`src/rtl/doppler_spi_pkg.sv`:
```
// Shared definitions for the ice40 <-> samd51 SPI link (receiver and status transmitter).
package doppler_spi_pkg;

  localparam int SPI_WIDTH       = 16;
  localparam int SPI_SYNC_STAGES = 2;

  typedef enum logic [1:0] {
    IDLE  = 2'd0,
    SHIFT = 2'd1,
    HOLD  = 2'd2
  } spi_state_e;

endpackage

```
`src/rtl/spi_sync_edge.sv`:
```
// Synchronizes one asynchronous SPI pin into clk and produces single-cycle edge strobes.
module spi_sync_edge #(
  parameter int STAGES = 2
) (
  input  logic clk,
  input  logic rst_n,
  input  logic async_in,
  output logic level,
  output logic rise,
  output logic fall
);

  logic [STAGES-1:0] sync_q;
  logic              prev_q;

  // Chain resets low so a pin already held low after reset never looks like a falling edge.
  always_ff @(posedge clk or negedge rst_n) begin
    if (!rst_n) begin
      sync_q <= '0;
      prev_q <= 1'b0;
    end else begin
      sync_q <= {sync_q[STAGES-2:0], async_in};
      prev_q <= sync_q[STAGES-1];
    end
  end

  assign level = sync_q[STAGES-1];
  assign rise  = sync_q[STAGES-1] & ~prev_q;
  assign fall  = ~sync_q[STAGES-1] & prev_q;

endmodule

```
`src/rtl/spi_status_tx.sv`:
```
// SPI mode-0 slave transmitter returning a status word to the MCU, fed by a one-entry holding register.
//
// state | meaning
// IDLE  | deselected, cfg_so released, waiting for CS to fall
// SHIFT | selected, shifting out the frame word MSB first
// HOLD  | all WIDTH bits sent, shifting zeros until CS rises
module spi_status_tx
  import doppler_spi_pkg::*;
#(
  parameter int               WIDTH       = SPI_WIDTH,
  parameter int               SYNC_STAGES = SPI_SYNC_STAGES,
  parameter logic [WIDTH-1:0] IDLE_WORD   = '0
) (
  input  logic             clk,
  input  logic             rst_n,
  input  logic [WIDTH-1:0] tx_data,
  input  logic             tx_valid,
  output logic             tx_ready,
  input  logic             cfg_cs,
  input  logic             cfg_sck,
  output logic             cfg_so,
  output logic             cfg_so_oe,
  output logic             word_sent,
  output logic             underrun,
  output logic             aborted
);

  localparam int                CNT_W    = $clog2(WIDTH + 1);
  localparam logic [CNT_W-1:0]  CNT_LAST = CNT_W'(WIDTH - 1);
  localparam logic [CNT_W-1:0]  CNT_FULL = CNT_W'(WIDTH);

  logic cs_level, cs_rise, cs_fall;
  logic sck_level, sck_rise, sck_fall;
  logic unused_levels;

  spi_sync_edge #(.STAGES(SYNC_STAGES)) u_sync_cs (
    .clk      (clk),
    .rst_n    (rst_n),
    .async_in (cfg_cs),
    .level    (cs_level),
    .rise     (cs_rise),
    .fall     (cs_fall)
  );

  spi_sync_edge #(.STAGES(SYNC_STAGES)) u_sync_sck (
    .clk      (clk),
    .rst_n    (rst_n),
    .async_in (cfg_sck),
    .level    (sck_level),
    .rise     (sck_rise),
    .fall     (sck_fall)
  );

  assign unused_levels = cs_level ^ sck_level;

  spi_state_e       state_q, state_d;
  logic [WIDTH-1:0] shift_q, shift_d;
  logic [WIDTH-1:0] hold_q, hold_d;
  logic             hold_full_q, hold_full_d;
  logic [CNT_W-1:0] bitcnt_q, bitcnt_d;
  logic             underrun_frame_q, underrun_frame_d;
  logic             word_sent_q, word_sent_d;
  logic             underrun_q, underrun_d;
  logic             aborted_q, aborted_d;

  always_ff @(posedge clk or negedge rst_n) begin
    if (!rst_n) begin
      state_q          <= IDLE;
      shift_q          <= '0;
      hold_q           <= '0;
      hold_full_q      <= 1'b0;
      bitcnt_q         <= '0;
      underrun_frame_q <= 1'b0;
      word_sent_q      <= 1'b0;
      underrun_q       <= 1'b0;
      aborted_q        <= 1'b0;
    end else begin
      state_q          <= state_d;
      shift_q          <= shift_d;
      hold_q           <= hold_d;
      hold_full_q      <= hold_full_d;
      bitcnt_q         <= bitcnt_d;
      underrun_frame_q <= underrun_frame_d;
      word_sent_q      <= word_sent_d;
      underrun_q       <= underrun_d;
      aborted_q        <= aborted_d;
    end
  end

  always_comb begin
    state_d          = state_q;
    shift_d          = shift_q;
    hold_d           = hold_q;
    hold_full_d      = hold_full_q;
    bitcnt_d         = bitcnt_q;
    underrun_frame_d = underrun_frame_q;
    word_sent_d      = 1'b0;
    underrun_d       = 1'b0;
    aborted_d        = 1'b0;

    if (tx_valid && !hold_full_q) begin
      hold_d      = tx_data;
      hold_full_d = 1'b1;
    end

    case (state_q)
      IDLE: begin
        if (cs_fall) begin
          state_d  = SHIFT;
          bitcnt_d = '0;
          // A word arriving in this same cycle only lands in the holding register.
          if (hold_full_q) begin
            shift_d          = hold_q;
            hold_full_d      = 1'b0;
            underrun_frame_d = 1'b0;
          end else begin
            shift_d          = IDLE_WORD;
            underrun_d       = 1'b1;
            underrun_frame_d = 1'b1;
          end
        end
      end
      SHIFT: begin
        if (cs_rise) begin
          state_d   = IDLE;
          aborted_d = 1'b1;
        end else begin
          if (sck_rise) begin
            if (bitcnt_q != CNT_FULL) bitcnt_d = bitcnt_q + CNT_W'(1);
            if (bitcnt_q == CNT_LAST) begin
              state_d     = HOLD;
              word_sent_d = !underrun_frame_q;
            end
          end
          if (sck_fall) shift_d = {shift_q[WIDTH-2:0], 1'b0};
        end
      end
      HOLD: begin
        if (cs_rise) state_d = IDLE;
        else if (sck_fall) shift_d = {shift_q[WIDTH-2:0], 1'b0};
      end
      default: state_d = IDLE;
    endcase
  end

  assign tx_ready  = !hold_full_q;
  assign cfg_so_oe = (state_q != IDLE);
  assign cfg_so    = (state_q != IDLE) & shift_q[WIDTH-1];
  assign word_sent = word_sent_q;
  assign underrun  = underrun_q;
  assign aborted   = aborted_q;

endmodule

```
`config.mk`:
```
export PLATFORM = sky130hd
export DESIGN_NAME = spi_status_tx
export DESIGN_NICKNAME = d
export VERILOG_FILES = /design/src/rtl/doppler_spi_pkg.sv /design/src/rtl/spi_sync_edge.sv /design/src/rtl/spi_status_tx.sv
export SDC_FILE = /design/constraint.sdc
export NUM_CORES = 1
export LEC_CHECK = 0
export CORE_UTILIZATION = 55
export CTS_BUF_LIST = sky130_fd_sc_hd__clkbuf_16
export DETAILED_ROUTE_END_ITERATION = 12
export GPL_ROUTABILITY_DRIVEN = 0
export PLACE_DENSITY_LB_ADDON = 0.08
export SLEW_MARGIN = 20
export SYNTH_ARGS = -nofsm -noshare
export SYNTH_HDL_FRONTEND = slang
export SYNTH_SLANG_ARGS = --single-unit
```
`constraint.sdc`:
```
create_clock -name clk -period 2.25 [get_ports clk]
set_input_delay 0.675 -clock clk [delete_from_list [all_inputs] [get_ports clk]]
set_output_delay 0.675 -clock clk [all_outputs]
set_load 0.02 [all_outputs]
```
==> flow_metrics.py <==
metrics = {
    "synthesis": {
        "synth_area_leader_cell": "dfrtp_1",
        "synthArstFlopShare_pct": 100,
        "yosys_warnings": 0,
        "synthesis.area_um2": 2260,
        "syn_nets": 202,
        "synthCells": 174,
        "synth_ff_type": "dfrtp_1",
        "synth-edff-count": 0,
        "ys_ff_latch": 50,
        "ys_types": 35,
        "synthTopCellsByArea": "dfrtp_1, mux2_2, mux2_4, a22o_1, ha_1",
        "synth_common_cells": "dfrtp_1, mux2_2, a22o_1, inv_1, mux2_4",
        "yosysMostFrequentCell": "dfrtp_1",
        "ys_seq_area_share_pct": 55.3,
        "avgSynthCellArea_um2": 13.0,
        "synth.top_cell.area_share_pct": 55.3,
    },
    "setup_path": {
        "crit_slowest_cell": "clkdlybuf4s50_1",
        "crit_required_ns": 1.57,
        "crit_fanout": 5,
        "critPathMaxStageDelay_ns": 0.61,
        "arrival_ns": 1.45,
        "crit_chain": "inv_1, clkdlybuf4s50_1",
        "critPathKind": "reg -> out",
        "cp-end-kind": "output port",
        "critPathLaunchType": "register",
    },
    "global_route": {
        "met2_usage_pct": 33.0,
        "grt_overflow_total": 0,
        "grt_pass1_vias": 1475,
        "grt_max_degree": 51,
        "grt.total_usage_pct": 21.6,
        "busiest_layer": "met2",
        "use_met1_pct": 31.2,
        "grtUsageMet3_pct": 4.66,
        "grt_antenna_before_repair": 0,
        "grt_first_pass_wirelength_um": 6910,
    },
    "detailed_routing": {
        "drc": 0,
        "ant_nets": 0,
        "num_vias": 1489,
        "routed_via_density": 5.82,
        "wl_per_cell_um": 15.9,
        "drt_wl_total_um": 4080,
        "drt-initial-drc-count": 220,
        "dr.pass1.iters": 4,
    },
    "sta": {
        "hold_viol_final": 0,
        "max_freq_mhz": 471,
        "slew_viol_final": 0,
        "min_period_over_period_pct": 94.3,
        "fin_crit_ns": 2.12,
        "worstMarginPinSlew_ns": 0.623,
        "skew_ns": 0.00303,
        "setup_violations": 0,
        "fin_ws_ns": 0.128,
        "tns_ns": 0,
        "rsz0062_at_grt": "false",
        "timing.hold.ws_ns": 0.353,
        "slew_headroom_pct": 57.9,
    },
    "pwr": {
        "seqPwrFrac_pct": 41.0,
        "sw_frac_of_total_pct": 32.1,
        "leakage_nw": 1.29,
        "total_power_mw": 3.52,
        "power.density_nw_per_um2": 1280,
        "power_switching_mw": 1.13,
        "max-vdd-ir-drop_uv": 981,
        "internal_power_mw": 2.39,
        "clkPwrFrac_pct": 20.0,
        "p_comb_share_pct": 38.9,
    },
    "clocking": {
        "postCtsSetupBuffers": 0,
        "cts_buffers": 5,
        "cts_max_level": 2,
        "cts_root_buffer": "clkbuf_16",
        "clk_latency_ns": 0.28,
        "clkSinkCount": 50,
        "cts_resized": 2,
        "holdBufCountCts": 0,
        "clk_pin_slew_worst_paths_ns": 0.06,
        "clockBufferDepth": 2,
        "cts_tree": "done",
    },
    "floorplan": {
        "row_count": 22,
        "initial_core_util_pct": 59.5,
        "ios": 27,
        "die_h_um": 66.1,
        "die_x_um": 66.1,
        "die_area_um2": 4370,
        "coreArea_um2": 3800,
    },
    "final_layout": {
        "nets": 235,
        "nFillCells": 255,
        "n_antenna_cell": 0,
        "area_growth_syn_to_layout_pct": 21.7,
        "layout-drive-gt1-share_pct": 24.5,
    },
    "placed_design": {
        "preCtsSetupSlack_ns": 0.145,
        "dpl.hpwl_um": 2820,
        "io_buffers": 26,
    },
    "run_status": {
        "status": "complete, no violations",
    },
    "min_path": {
        "hold_class": "reg -> reg",
    },
    "run": {
        "maxCapViolCount": 0,
    },
}
## power by group through the flow
stage | combinational (mW) | clock, mW | sequential [mW]
6_report | 1.37 | 0.706 | 1.45
5_1_grt | 1.49 | 0.756 | 1.49
4_1_cts | 1.38 | 0.712 | 1.45
3_5_place_dp | 1.38 | 0 | 1.46
3_3_place_gp | 1.31 | 0 | 1.44
2_1_floorplan | 1.02 | 0 | 1.40
## critical path: cells and delay by family (launching register included)
family	cells	cell delay, ns
buffers and inverters	2	0.73
flip-flops	1	0.43
## kinds of logic after synthesis
kind of cell | Yosys count | synth area share, %
AND/OR/NAND/NOR | 34 | 7.80
adder cells (fa/ha/maj) | 7 | 3.87
multiplexers | 33 | 18.0
flip-flops | 50 | 55.3
AO/OA/AOI/OAI | 32 | 11.3
buffers and inverters | 18 | 3.60
## through the flow
stage                     cell area, um^2  instances  utilization [%]
after floorplan                      2260        174                -
after global placement               2620        248             68.9
after detailed placement             2620        248             68.9
after CTS                            2750        256             72.5
after global routing                 2750        256             72.5
final                                2750        256             72.5
## routing by layer
| layer | vias up | share of wire (%) |
|---|---|---|
| met5 | - | 0 |
| met4 | 0 | 1.1 |
| met3 | 5 | 4.9 |
| met2 | 47 | 47 |
| met1 | 751 | 47 |
| li1 | 686 | - |
## final cells by class
class                           instances  area (um^2)  share of cell area [%]
Inverter                               10         37.5                    1.36
Timing Repair Buffer                   34          338                    12.3
Sequential cell                        50         1250                    45.5
Clock inverter                          3         12.5                   0.455
Multi-Input combinational cell        106          928                    33.7
Clock buffer                            5          125                    4.55
Tap cell                               48         60.1                    2.18
## final timing paths
path                       slack (ns)  cells after the start                              to                           start
min                              0.35                      0  u_sync_sck.sync_q[1]$_DFF_PN0_  u_sync_sck.sync_q[0]$_DFF_PN0_
min in group asynchronous        0.37                      2         bitcnt_q[2]$_DFFE_PN0P_                           rst_n
max reg2reg                      0.20                      8          shift_q[1]$_DFFE_PN0P_          state_q[1]$_DFFE_PN0P_
min reg2reg                      0.35                      0  u_sync_sck.sync_q[1]$_DFF_PN0_  u_sync_sck.sync_q[0]$_DFF_PN0_
max                              0.13                      2                        tx_ready           hold_full_q$_DFF_PN0_
max in group asynchronous        1.66                      2           hold_q[2]$_DFFE_PN0P_                           rst_n
## sequential cells by signal, summed over array words and instances, names as in the netlist
register,flops
state_q,2
u_sync_sck.sync_q,2
u_sync_cs.prev_q,1
shift_q,16
aborted,1
word_sent,1
u_sync_sck.prev_q,1
hold_q,16
hold_full_q,1
bitcnt_q,5
underrun,1
u_sync_cs.sync_q,2
underrun_frame_q,1
## cells in the final DEF (no fill, tap or decap), types with 3 or more instances in the layout
| cell type | instances |
|---|---|
| dfrtp_1 | 50 |
| clkdlybuf4s50_1 | 23 |
| mux2_2 | 22 |
| a22o_1 | 15 |
| inv_1 | 11 |
| mux2_4 | 10 |
| nand2_1 | 9 |
| ha_1 | 7 |
| buf_4 | 6 |
| nand3_1 | 5 |
| clkbuf_16 | 5 |
| nor2_1 | 4 |
| nor2b_1 | 4 |
| nand2b_1 | 3 |
| a21o_1 | 3 |
| a21oi_1 | 3 |
Power figures use the tool's default switching activity.
